**config.mk**
```make
export PLATFORM = sky130hd
export DESIGN_NAME = coin_changer
export DESIGN_NICKNAME = d
export VERILOG_FILES = /design/src/rtl/vend_pkg.sv /design/src/rtl/coin_changer_greedy_sel.sv /design/src/rtl/coin_changer.sv
export SDC_FILE = /design/constraint.sdc
export NUM_CORES = 1
export LEC_CHECK = 0
export ABC_AREA = 1
export CORE_UTILIZATION = 51
export DETAILED_ROUTE_END_ITERATION = 6
export MAX_ROUTING_LAYER = met4
export PLACE_DENSITY = 0.8
export SLEW_MARGIN = 25
export SYNTH_ARGS = -nofsm -noshare
export SYNTH_HDL_FRONTEND = slang
export SYNTH_SLANG_ARGS = --single-unit
```
**constraint.sdc**
```tcl
create_clock -name clk -period 3 [get_ports clk]
set_input_delay 0.6 -clock clk [delete_from_list [all_inputs] [get_ports clk]]
set_output_delay 0.6 -clock clk [all_outputs]
set_load 0.05 [all_outputs]
```
**src/rtl/vend_pkg.sv**
```systemverilog
// Shared vending-machine definitions: coin unit values, payout limits and
// the coin changer state encoding.
package vend_pkg;

    // Coin values in 5-cent units; also used by the vending FSM's s0..s65 encoding.
    localparam int unsigned NICKEL_U  = 1;
    localparam int unsigned DIME_U    = 2;
    localparam int unsigned QUARTER_U = 5;

    // Largest change amount the changer pays out (65 cents).
    localparam int unsigned MAX_UNITS = 13;

    // Coin changer states.
    typedef enum logic [2:0] {
        CC_IDLE,
        CC_EJECT,
        CC_GAP,
        CC_DONE,
        CC_ERR
    } cc_state_t;

    // One-hot coin selection as presented to the ejector.
    typedef struct packed {
        logic quarter;
        logic dime;
        logic nickel;
    } coin_sel_t;

endpackage

```
**src/rtl/coin_changer_greedy_sel.sv**
```systemverilog
// Greedy coin chooser: picks the largest coin that does not exceed the
// balance still owed, and reports its value in 5-cent units.
module coin_greedy_sel
    import vend_pkg::*;
#(
    parameter int unsigned UNIT_W = 4
) (
    input  logic [UNIT_W-1:0] i_remaining,
    output coin_sel_t         o_sel,
    output logic [UNIT_W-1:0] o_value
);

    // Largest-coin-first selection; falls through to a nickel.
    always_comb begin
        o_sel   = '0;
        o_value = '0;
        if (i_remaining >= UNIT_W'(QUARTER_U)) begin
            o_sel.quarter = 1'b1;
            o_value       = UNIT_W'(QUARTER_U);
        end else if (i_remaining >= UNIT_W'(DIME_U)) begin
            o_sel.dime = 1'b1;
            o_value    = UNIT_W'(DIME_U);
        end else begin
            o_sel.nickel = 1'b1;
            o_value      = UNIT_W'(NICKEL_U);
        end
    end

endmodule

```
**src/rtl/coin_changer.sv**
```systemverilog
// Change-return dispenser: breaks a change amount into quarters, dimes and
// nickels and hands them to the ejector one at a time over valid/ready,
// leaving a settle gap after every accepted coin.
module coin_changer
    import vend_pkg::*;
#(
    parameter int unsigned GAP_CYCLES = 4,
    parameter int unsigned UNIT_W     = 4
) (
    input  logic              clk,
    input  logic              rst_n,
    input  logic              start,
    input  logic [UNIT_W-1:0] amount,
    input  logic              coin_ready,
    output logic              eject_quarter,
    output logic              eject_dime,
    output logic              eject_nickel,
    output logic              busy,
    output logic              done,
    output logic              err,
    output logic [UNIT_W-1:0] remaining
);

    localparam int unsigned    GW       = (GAP_CYCLES > 1) ? $clog2(GAP_CYCLES) : 1;
    localparam logic [GW-1:0]  GAP_LOAD = (GAP_CYCLES > 0) ? GW'(GAP_CYCLES - 1) : '0;

    cc_state_t         r_state;
    cc_state_t         w_state_nxt;
    logic [UNIT_W-1:0] r_remaining;
    logic [UNIT_W-1:0] w_remaining_nxt;
    logic [GW-1:0]     r_gap_cnt;
    logic [GW-1:0]     w_gap_cnt_nxt;
    coin_sel_t         w_sel;
    logic [UNIT_W-1:0] w_coin_val;
    logic [UNIT_W-1:0] w_rem_after;

    coin_greedy_sel #(
        .UNIT_W (UNIT_W)
    ) u_greedy_sel (
        .i_remaining (r_remaining),
        .o_sel       (w_sel),
        .o_value     (w_coin_val)
    );

    // Greedy choice never exceeds the balance, so this cannot underflow.
    assign w_rem_after = r_remaining - w_coin_val;

    // State, balance and gap counter registers.
    always_ff @(posedge clk or negedge rst_n) begin
        if (!rst_n) begin
            r_state     <= CC_IDLE;
            r_remaining <= '0;
            r_gap_cnt   <= '0;
        end else begin
            r_state     <= w_state_nxt;
            r_remaining <= w_remaining_nxt;
            r_gap_cnt   <= w_gap_cnt_nxt;
        end
    end

    // Next-state, balance and gap-counter logic.
    always_comb begin
        w_state_nxt     = r_state;
        w_remaining_nxt = r_remaining;
        w_gap_cnt_nxt   = r_gap_cnt;
        case (r_state)
            CC_IDLE: begin
                if (start) begin
                    if (amount == '0) begin
                        w_state_nxt = CC_DONE;
                    end else if (32'(amount) > MAX_UNITS) begin
                        w_state_nxt = CC_ERR;
                    end else begin
                        w_remaining_nxt = amount;
                        w_state_nxt     = CC_EJECT;
                    end
                end
            end
            CC_EJECT: begin
                if (coin_ready) begin
                    w_remaining_nxt = w_rem_after;
                    if (w_rem_after == '0) begin
                        w_state_nxt = CC_DONE;
                    end else if (GAP_CYCLES > 0) begin
                        w_state_nxt   = CC_GAP;
                        w_gap_cnt_nxt = GAP_LOAD;
                    end
                end
            end
            CC_GAP: begin
                if (r_gap_cnt == '0) begin
                    w_state_nxt = CC_EJECT;
                end else begin
                    w_gap_cnt_nxt = r_gap_cnt - 1'b1;
                end
            end
            CC_DONE: w_state_nxt = CC_IDLE;
            CC_ERR:  w_state_nxt = CC_IDLE;
            default: w_state_nxt = CC_IDLE;
        endcase
    end

    // Outputs decode from registered state and balance only.
    assign eject_quarter = (r_state == CC_EJECT) && w_sel.quarter;
    assign eject_dime    = (r_state == CC_EJECT) && w_sel.dime;
    assign eject_nickel  = (r_state == CC_EJECT) && w_sel.nickel;
    assign busy          = (r_state != CC_IDLE);
    assign done          = (r_state == CC_DONE);
    assign err           = (r_state == CC_ERR);
    assign remaining     = r_remaining;

endmodule

```
== After elaboration in Yosys (flattened, before gate mapping) ==
Index checks and enable logic that the tools add are counted.
Storage, ports and cells
  register bits: 9
  input bits: 8
  output and inout bits: 10
  logic and storage cells: 54
Operators by class
  $add $sub $neg: 2
  order comparisons: 3
  equality and inequality tests: 11
  multiplexer cells: 22
  reduce and logical (&&, ||, !) cells: 13
Operators with widths (count)
  2-to-1 mux 4 bit: 5
  2-to-1 mux 3 bit: 5
  inequality test 2 bit (second input constant): 7
  2-to-1 mux 2 bit: 5
  one-hot mux 3 bit (3 select lines): 1
  zero test 4 bit: 2
  one-hot mux 4 bit (2 select lines): 1
  == test 3 x 2 -> 1 bit (second input constant): 2
  AND reduction 5 bit: 1
  >= comparator 4 x 2 -> 1 bit (second input constant): 1
  >= comparator 4 x 3 -> 1 bit (second input constant): 1
  greater-than comparator 4 bit (second input constant): 1
  2-to-1 mux 1 bit: 4
  one-hot mux 2 bit (2 select lines): 1
  AND reduction 4 bit: 1
  nonzero test 2 bit: 2
  subtractor 4 bit: 1
  == test 3 x 1 -> 1 bit (second input constant): 1
  == test 3 bit (second input constant): 1
  logical AND 1 bit: 3
  zero test 3 bit: 1
  AND reduction 3 bit: 1
  nonzero test 3 bit: 1
  zero test 2 bit: 1
  subtractor 2 x 1 -> 2 bit (second input constant): 1

== Depth between registers and ports, before layout ==
  depth after elaboration: 8
  depth in mapped cells: 14
  gate-level depth less buffers: 14

== Hierarchy ==
Synthesis repeated with hierarchy kept, for this count alone.
Unflattened totals
  cells, all modules: 133
  area total of the unflattened synthesis: 848.3 um^2
Modules (own cells, without submodules)
  coin_changer: instances 1, cells an instance 119, area each 779.5 um^2, seq. area each 225.2 um^2
  coin_greedy_sel: instances 1, cells an instance 14, area each 68.8 um^2, seq. area each 0.0 um^2

== Worst setup path before layout ==
No wires, ideal clock.
  path kind: register to output
  start point: reg r_remaining[1] (netlist: remaining[1])
  end point: out eject_dime
  data arrival time: 1644 ps
  required time: 2400 ps
  slack: 756 ps
  stages on the path, launching flop included: 6
  path buffers: 0
  path through: dfrtp_1 o21ai_1 nand2_1 inv_2 nand2_1 nor2_1
Between the ends
  longest elaborated chain between the ends: 4
  elaborated cells between the ends (all ways): 5
  classes of those cells: order compare (2); mux (2); reduce/logical (1)
RTL lines
  start: declaration: line coin_changer.sv:29  | logic [UNIT_W-1:0] r_remaining;
  start signal: assignment: line coin_changer.sv:56  | r_remaining <= w_remaining_nxt;
  >= comparator 4 x 2 -> 1 bit: line coin_changer_greedy_sel.sv:20  | end else if (i_remaining >= UNIT_W'(DIME_U)) begin
  2-to-1 mux 1 bit: line coin_changer_greedy_sel.sv:20
  2-to-1 mux 2 bit *: line coin_changer_greedy_sel.sv:17  | if (i_remaining >= UNIT_W'(QUARTER_U)) begin
  logical AND 1 bit *: line coin_changer.sv:105  | assign eject_dime = (r_state == CC_EJECT) && w_sel.dime;
  end: declaration: line coin_changer.sv:16  | output logic eject_dime,
Every way passes the cells marked *; elsewhere a longest branch is shown, timed or not.

== Final worst setup path ==
Same ends and word-level chain as after synthesis.

==> qor.csv <==
stage,metric,value,unit
outcome,run status,"complete, no violations",
layout,Final nets,134,
setup_path,Setup crit end kind,output pin,
yosys,Synth Register Bits,9,
detailed_routing,Initial DRT Pass Iterations,5,
yosys,ys async rst share,1.00,
setup_path,Crit path buffers/inverters,2,
place,gpl congestion,0.844,
setup_path,Crit path top cell by count,nand2_1,
setup_path,cell-by-cell trace of the critical path,o21ai_1 > nand2_1 > inv_2 > nand2_1 > nor2_1 > clkdlybuf4s50_1,
detailed_routing,number of DRC markers in iteration 0,23,
die,I/O Pins,18,
timing,Pins Over Slew Limit,0,
setup_path,slowest CP cell,clkdlybuf4s50_1,
grt,number of global-route vias before repair,625,
clock_tree,hold buffer count at CTS,0,
detailed_routing,Final ANT Viol Nets,0,
yosys,Netlist cell types,26,
place,Post-DP HPWL,1320,um
yosys,post-synth top area cell,dfrtp_1,
die,Initial Utilization,0.558,
job,max-cap viol count,0,
setup_path,critical path peak fanout,6,
detailed_routing,vias post-DR,745,
die,Die W,40.0,um
clock_tree,H-tree levels,1,
timing,Setup Skew,0.000914,ns
grt,GRT Util Overall,0.268,
die,die footprint,1600,um2
clock_tree,CTS tree,built,
timing,final number of setup-violating endpoints,0,
grt,remaining global-route overflow,0,
timing,RSZ-0062 raised after global routing,no,
die,FP Rows,13,
grt,first-pass GRT wire length,2680,um
yosys,Syn Inst Count,101,
setup_path,critical path class,flop to output pin,
yosys,Post-synth EDFFs,0,
timing,Final Critical Period,2.56,ns
place,I/O Buffers,17,
timing,Worst-Margin Slew,0.498,ns
clock_tree,worst-case clock buffer depth,2,
detailed_routing,Post-Route WL,1630,um
timing,Max Freq,391,MHz
layout,P&R area growth vs syn,29.3,%
timing,Worst slew margin,0.667,
yosys,Syn Area/Cell,7.28,um2
clock_tree,clock tree sinks,9,
grt,largest net degree at the start of global routing,10,
yosys,"count leader, synth",nand2_1,
timing,crit share post-route,0.853,
setup_path,crit start category,flop,
clock_tree,postcts setup bufs,0,
yosys,syn nets,112,
clock_tree,CTS resizes,0,
yosys,sequential area share after synthesis,0.306,
layout,share of layout cells above drive strength 1,0.180,
detailed_routing,DRC,0,
layout,# diodes,0,
clock_tree,worst skew pair latency,0.26,ns
yosys,share of the synthesized area in the top cell type,0.306,
yosys,most frequent cells after synthesis,"nand2_1 (24), nor2_1 (14), dfrtp_1 (9), inv_1 (9), nand3_1 (7)",
setup_path,top cell family by delay on the critical path,buffers and inverters,
yosys,Synth Warn #,0,
die,Core ar.,1320,um2
setup_path,crit-path max cell delay,0.81,ns
clock_tree,Clock Pin Slew Worst Setup and Hold Paths,0.06,ns
detailed_routing,Vias/cell,5.44,
clock_tree,clock root buffer,clkbuf_4,
yosys,"Top FF cell, synth",dfrtp_1,
detailed_routing,wire length per cell,11.9,um
yosys,dominant cells by area after synthesis,"dfrtp_1 (31%), nand2_1 (12%), nor2_1 (7.1%)",
min_path,worst hold path type,flop to flop,
grt,initial antenna violation count,0,
timing,Final Hold Fails,0,
setup_path,worst path required time,2.40,ns
setup_path,WP data arrival,1.96,ns
timing,setup_tns,0,ns
clock_tree,total CTS buffers,3,
yosys,"Cell Area, Synth",736,um2
die,die height,40.0,um
registers in the layout, summed over array words and instances, names as in the netlist:
| register | count |
|---|---|
| r_gap_cnt | 2 |
| r_state | 3 |
| remaining | 4 |
cells by family (layout without fill, tap and decap cells):
family	count (synthesis)	after routing	synth area share
xor+xnor	1	1	0.0119
simple gates	60	60	0.432
compound gates	14	14	0.128
buf+inv	14	35	0.0714
fa+ha+maj	3	3	0.0510
flops	9	9	0.306
path summary, 6_finish.rpt:
| check | startpoint | cells past startpoint | to | slack, ns |
|---|---|---|---|---|
| hold / removal | r_gap_cnt[1]$_DFFE_PN0P_ | 2 | r_gap_cnt[1]$_DFFE_PN0P_ | 0.47 |
| max in group asynchronous | rst_n | 1 | r_gap_cnt[1]$_DFFE_PN0P_ | 2.07 |
| setup reg to reg | remaining[1]$_DFFE_PN0P_ | 13 | r_gap_cnt[0]$_DFFE_PN0P_ | 1.16 |
| hold reg to reg | r_gap_cnt[1]$_DFFE_PN0P_ | 2 | r_gap_cnt[1]$_DFFE_PN0P_ | 0.47 |
| setup / recovery | remaining[1]$_DFFE_PN0P_ | 6 | eject_dime | 0.44 |
| min in group asynchronous | rst_n | 1 | remaining[3]$_DFFE_PN0P_ | 0.64 |
placed cells by master (no fill, tap or decap), types with 4 or more instances in the layout:
cell type,synthesis,layout
nand2_1,24,24
o21ai_1,4,4
nor2_1,14,14
a21oi_1,4,4
inv_1,9,9
clkdlybuf4s50_1,0,17
dfrtp_1,9,9
inv_2,5,5
nand3_1,7,7
per-stage QoR:
stage,std cells,worst slack (ns),hold WS (ns),cell area [um2],utilization
after global placement,133,0.752,0.462,925,0.702
after detailed placement,133,0.730,0.460,925,0.702
after floorplan,101,0.756,0.304,736,-
after global routing,137,0.339,0.488,951,0.722
after CTS,137,0.436,0.476,951,0.722
final,137,0.441,0.469,951,0.722
tightest hold or removal path: cells and delay by family, from the launching register on:
kind             cells  cell delay (ns)
and+or+nand+nor      2             0.09
DFF                  1             0.34
per-layer routing:
metal  track usage  vias to the layer above  wire length, um
li1              -                      375                -
met3        0.0889                        6              101
met2         0.383                       27              732
met4         0.103                        0               27
met1         0.347                      337              773
met5             -                        -                0
cell type report:
cell class / count / area, um2
Tap cell: 15 / 18.8
Clock buffer: 4 / 26.3
Inverter: 14 / 52.6
Sequential cell: 9 / 225
Timing Repair Buffer: 17 / 170
Multi-Input combinational cell: 78 / 458
Fill cell: 110 / 367
Power is left out: the tool's default activity adds up to more than one toggle a clock period on the data nets, which glitch-free logic cannot reach.
